## src/rtl/cpu_pkg.sv

```systemverilog
// Shared CPU-side definitions: RAM geometry and the program loader state encoding.
package cpu_pkg;

    localparam int RAM_BYTES = 16;

    typedef enum logic [2:0] {
        IDLE,
        ARM,
        WAIT_RDY,
        HOLD,
        WAIT_DONE,
        FINISH,
        ERR
    } loader_state_e;

endpackage

```

## src/rtl/loader_image_mem.sv

```systemverilog
// Program image store: flop array with one synchronous write port and one combinational read port.
module loader_image_mem #(
    parameter int DEPTH = 16,
    parameter int AW    = $clog2(DEPTH)
) (
    input  logic          clk,
    input  logic          we,
    input  logic [AW-1:0] waddr,
    input  logic [7:0]    wdata,
    input  logic [AW-1:0] raddr,
    output logic [7:0]    rdata
);

    logic [7:0] mem [DEPTH];

    // Contents deliberately survive reset so a reloaded image needs no rewrite.
    always_ff @(posedge clk) begin
        if (we) begin
            mem[waddr] <= wdata;
        end
    end

    assign rdata = mem[raddr];

endmodule

```

## src/rtl/cpu_program_loader.sv

```systemverilog
// Streams a stored program image into the CPU byte by byte, handshaking on the CPU's ready/done strobes.
module cpu_program_loader
    import cpu_pkg::*;
#(
    parameter int IMG_BYTES      = RAM_BYTES,
    parameter int TIMEOUT_CYCLES = 1023
) (
    input  logic                         clk,
    input  logic                         rst_n,
    input  logic                         img_we,
    input  logic [$clog2(IMG_BYTES)-1:0] img_addr,
    input  logic [7:0]                   img_wdata,
    input  logic                         start,
    output logic [7:0]                   prog_data,
    output logic                         programming,
    input  logic                         cpu_ready,
    input  logic                         cpu_done,
    output logic                         busy,
    output logic                         done,
    output logic                         error,
    output logic [4:0]                   bytes_sent,
    output loader_state_e                dbg_state
);

    localparam int IW = $clog2(IMG_BYTES);
    localparam int TW = $clog2(TIMEOUT_CYCLES + 1);
    localparam logic [IW-1:0] LAST_IDX  = IW'(IMG_BYTES - 1);
    localparam logic [4:0]    ALL_BYTES = 5'(IMG_BYTES);
    localparam logic [TW-1:0] TIMEOUT   = TW'(TIMEOUT_CYCLES);

    // Handshake: the CPU samples prog_data while programming=1 and signals consumption
    // with a rising edge on cpu_ready; the byte stays put until cpu_ready drops again.
    loader_state_e state;
    logic [IW-1:0] idx;
    logic [IW-1:0] rd_idx;
    logic [7:0]    rd_data;
    logic [TW-1:0] timer;
    logic          ready_q;
    logic          ready_rise;
    logic          timed_out;

    assign ready_rise = cpu_ready & ~ready_q;
    assign timed_out  = (timer == TIMEOUT);
    assign dbg_state  = state;

    // Read address is the index that will be current after this edge, so prog_data
    // can be registered in the same cycle idx moves.
    always_comb begin
        rd_idx = idx;
        if (state == IDLE) begin
            rd_idx = '0;
        end else if (state == HOLD && idx != LAST_IDX) begin
            rd_idx = idx + IW'(1);
        end
    end

    loader_image_mem #(
        .DEPTH(IMG_BYTES)
    ) u_image (
        .clk  (clk),
        .we   (img_we & ~busy),
        .waddr(img_addr),
        .wdata(img_wdata),
        .raddr(rd_idx),
        .rdata(rd_data)
    );

    always_ff @(posedge clk or negedge rst_n) begin
        if (!rst_n) begin
            state       <= IDLE;
            idx         <= '0;
            timer       <= '0;
            ready_q     <= 1'b0;
            prog_data   <= 8'h00;
            programming <= 1'b0;
            busy        <= 1'b0;
            done        <= 1'b0;
            error       <= 1'b0;
            bytes_sent  <= 5'd0;
        end else begin
            ready_q <= cpu_ready;
            case (state)
                IDLE: begin
                    if (start) begin
                        state       <= ARM;
                        done        <= 1'b0;
                        error       <= 1'b0;
                        bytes_sent  <= 5'd0;
                        idx         <= '0;
                        timer       <= '0;
                        programming <= 1'b1;
                        busy        <= 1'b1;
                        prog_data   <= rd_data;
                    end
                end
                ARM: begin
                    if (cpu_done) begin
                        state       <= FINISH;
                        programming <= 1'b0;
                        busy        <= 1'b0;
                        done        <= 1'b1;
                        prog_data   <= 8'h00;
                    end else begin
                        state <= WAIT_RDY;
                    end
                end
                WAIT_RDY, HOLD, WAIT_DONE: begin
                    // Completion beats timeout, timeout beats a same-cycle ready rise.
                    if (cpu_done) begin
                        state       <= FINISH;
                        programming <= 1'b0;
                        busy        <= 1'b0;
                        done        <= 1'b1;
                        prog_data   <= 8'h00;
                    end else if (timed_out) begin
                        state       <= ERR;
                        programming <= 1'b0;
                        busy        <= 1'b0;
                        error       <= 1'b1;
                        prog_data   <= 8'h00;
                    end else if (state == WAIT_RDY && ready_rise) begin
                        state      <= HOLD;
                        bytes_sent <= bytes_sent + 5'd1;
                        timer      <= '0;
                    end else begin
                        timer <= timer + TW'(1);
                        if (state == HOLD && !cpu_ready) begin
                            if (bytes_sent == ALL_BYTES) begin
                                state <= WAIT_DONE;
                            end else begin
                                state     <= WAIT_RDY;
                                idx       <= rd_idx;
                                prog_data <= rd_data;
                            end
                        end
                    end
                end
                FINISH, ERR: begin
                    state <= IDLE;
                end
                default: begin
                    state <= IDLE;
                end
            endcase
        end
    end

endmodule

```

## config.mk

```make
export PLATFORM = sky130hd
export DESIGN_NAME = cpu_program_loader
export DESIGN_NICKNAME = d
export VERILOG_FILES = /design/src/rtl/cpu_pkg.sv /design/src/rtl/loader_image_mem.sv /design/src/rtl/cpu_program_loader.sv
export SDC_FILE = /design/constraint.sdc
export NUM_CORES = 1
export LEC_CHECK = 0
export ABC_AREA = 1
export BUFFER_PORTS_ARGS = -buffer_cell sky130_fd_sc_hd__buf_2
export CAP_MARGIN = 20
export CORE_ASPECT_RATIO = 1.5
export CORE_MARGIN = 1
export CORE_UTILIZATION = 56
export CTS_CLUSTER_DIAMETER = 150
export CTS_CLUSTER_SIZE = 40
export DETAILED_ROUTE_END_ITERATION = 8
export GPL_ROUTABILITY_DRIVEN = 1
export PLACE_DENSITY = 0.88
export REMOVE_ABC_BUFFERS = 1
export SLEW_MARGIN = 20
export SYNTH_ARGS = -nofsm -noshare
export SYNTH_HDL_FRONTEND = slang
export SYNTH_HIERARCHICAL = 1
export SYNTH_SLANG_ARGS = --single-unit
```

## constraint.sdc

```tcl
create_clock -name clk -period 2.3 [get_ports clk]
set_clock_uncertainty 0.1 [all_clocks]
set_input_delay 0.23 -clock clk [delete_from_list [all_inputs] [get_ports clk]]
set_output_delay 0.23 -clock clk [all_outputs]
set_load 0.02 [all_outputs]
```

==> impl_metrics.json <==
{
  "min_period_ps": 2566,
  "syn_area_per_cell_um2": 8.940,
  "diodes": 0,
  "synth-seq-cells": 162,
  "dp_slack_ps": -294.6,
  "drtAntennaViolNets": 0,
  "groute.usage.overall_pct": 29.08,
  "grt_pass1_wl_um": 32190,
  "die_w_um": 99.00,
  "register_area_mm2": 0.004695,
  "cp_common_cell": "nand2_1",
  "worstPathCellList": "ha_2 > nand3_2 > nand2_1 > nand2_1 > nand3_2 > clkinv_4 > buf_6 > buf_12 > nand2_1 > nand3_1 > nand3_1 > nand3_1 > nand2_1 > nand3_1 > o21ai_1 > nand2_1 > nand2_1",
  "critical-path-top-delay-family": "simple AND/OR/NAND/NOR gates",
  "rows": 52,
  "drv_slew": 0,
  "ioPinCount": 38,
  "vias_per_cell": 6.011,
  "nets": 998,
  "rsz0062_at_grt": "yes",
  "wl_per_cell_um": 20.07,
  "violations": "DRC, setup timing",
  "max_slew.worst_pin.slew_ps": 775.2,
  "initial_core_util_pct": 57.84,
  "timing.setup.tns_ps": -711.5,
  "cts_root_buffer": "clkbuf_16",
  "rrSetupSlack_ps": -270,
  "syn_area_mm2": 0.007903,
  "irDropWorstVdd_mv": 0.6987,
  "synth_cell_types": 31,
  "crit_type": "flip-flop to flip-flop",
  "outcome": "complete, but fails checks",
  "gp_congestion": 0.8726,
  "cts_sinks": 162,
  "yosysSeqAreaShare_pct": 59.40,
  "setup_viol": 7,
  "crit_path_max_incr_delay_ps": 360,
  "numPortBuffers": 37,
  "clk_path_buf_depth": 2,
  "fin_crit_sh_pct": 111.6,
  "hp-class": "primary input to flip-flop",
  "drt_iter0_markers": 925,
  "cp_slowest_cell": "dfrtp_1",
  "leakage_nw": 4.485,
  "die_y_um": 147.5,
  "cap_violations": 0,
  "worstSetupStartpointType": "flip-flop",
  "setup_ws_ps": -266.1,
  "core_mm2": 0.01366,
  "cts_htree_levels": 4,
  "cp.arrival_ps": 2830,
  "max-slew-margin-rel_pct": 48.32,
  "wirelength_um": 23100,
  "drive_above_1_share_pct": 22.45,
  "num_vias": 6919,
  "grt_pass1_vias": 6473,
  "max_freq_mhz": 389.7,
  "multiInputGateArea_mm2": 0.002748,
  "remaining_drc_errors": 2,
  "dieArea_mm2": 0.01460,
  "grt_max_degree": 38,
  "final-hold-violation-count": 0,
  "end_kind": "flip-flop",
  "antenna_found_initial": 0,
  "cp_num_buf_inv": 3,
  "cts_buffers": 17,
  "power.density_mw_per_mm2": 1311,
  "cp.required_ps": 2560,
  "clk_latency_ps": 420,
  "nFillCells": 887,
  "grt_overflow": 0,
  "postSynthCellCount": 884,
  "crit_fanout": 14,
  "ys_warn_count": 6,
  "dp_hpwl_um": 12080,
  "cts_tree": "done",
  "area_delta_synth_final_pct": 22.86,
  "clkTransAtPathRegs_ps": 70,
  "dr.pass1.iters": 9
}
==> sequential cells by signal, indices dropped and copies added (netlist names) <==
register     count
prog_data        8
ready_q          1
bytes_sent       5
u_image/mem    128
busy             1
timer           10
idx              4
error            1
done             1
dbg_state        3
==> power breakdown <==
group | internal, mW | leakage, nW | switching [mW]
Combinational | 2.21 | 2.59 | 4.00
Clock | 1.73 | 0.293 | 1.25
Sequential | 3.39 | 1.60 | 0.152
==> cell usage in the layout, fill, tap and decap left out, drive strengths merged <==
cell	count
a21o	1
and2	1
buf	100
bufinv	3
clkbuf	22
clkinv	6
clkinvlp	2
dfrtp	34
dlygate4sd3	2
edfxtp	128
ha	4
inv	137
nand2	309
nand3	149
nand3b	2
nand4	5
nor2	61
nor3	2
nor3b	1
o21a	1
o21ai	15
o21bai	1
xnor2	1
xor2	2
==> repair_timing <==
item	in CTS	in global routing
gates cloned	2	4
setup buffers	5	3
gates resized for setup	31	59
pin swaps	14	22
endpoints found under the setup margin	8	8
hold endpoints to repair	35	0
hold buffers	2	0
==> cell type report <==
class                   count  area share [%]
clock buffers              18           4.420
inverters                 134           5.490
well taps                 162           2.088
flip-flops and latches    162           48.35
multi-input cells         555           28.30
repair buffers            106           9.536
clock inverters            14           1.817
==> cell families (layout without fill, tap and decap cells) <==
kind of cell | after synthesis | count (layout) | share of synthesized area (%)
AO/OA/AOI/OAI | 18 | 18 | 1.378
XOR/XNOR | 3 | 3 | 0.3325
adder cells (fa/ha/maj) | 4 | 4 | 0.6333
buffers and inverters | 167 | 272 | 9.373
flip-flops | 162 | 162 | 59.40
AND/OR/NAND/NOR | 530 | 530 | 28.88
==> final timing paths <==
path,start,endpoint,depth (start not counted)
min in group asynchronous,rst_n,idx[0],2
max,idx[0],prog_data[1],17
max in group asynchronous,rst_n,timer[7],2
min,img_wdata[7],u_image/mem[0][7],1
max reg2reg,idx[0],prog_data[1],17
min reg2reg,error,error,2
==> synthesized netlist by cell type, drive strengths merged <==
library cell / number / area, um2
a21o: 1 / 7.510
xor2: 2 / 17.52
nand4: 5 / 31.28
o21ai: 15 / 86.34
dfrtp: 34 / 850.8
buf: 32 / 234.0
xnor2: 1 / 8.760
nor3: 2 / 10.01
nand3b: 2 / 15.01
ha: 4 / 50.05
and2: 1 / 6.260
o21a: 1 / 7.510
nand3: 149 / 760.7
edfxtp: 128 / 3844
o21bai: 1 / 7.510
nor3b: 1 / 7.510
clkbuf: 1 / 3.750
nor2: 61 / 264.0
nand2: 309 / 1187
inv: 134 / 503.0
==> routing by layer <==
metal | wire, um | part of all wire [%] | GRT usage, %
met1 | 7391 | 32 | 31.72
met2 | 11910 | 52 | 52.80
met4 | 1459 | 6.3 | 15.97
met5 | 0 | 0 | 0
met3 | 2333 | 10 | 5.390
==> stage by stage <==
stage | total power, mW | hold slack [ps] | util (%) | instance area [um2] | instances
after floorplan | 6.410 | -165.6 | - | 7665 | 851
after global routing | 13.22 | 100.0 | 71.06 | 9709 | 1151
after detailed placement | 8.263 | 258.7 | 62.58 | 8551 | 1103
after CTS | 11.60 | 93.71 | 68.44 | 9351 | 1144
after global placement | 8.129 | 252.5 | 62.58 | 8551 | 1103
final | 12.73 | 99.23 | 71.06 | 9709 | 1151
No activity file was read; power rests on OpenSTA's default activity.
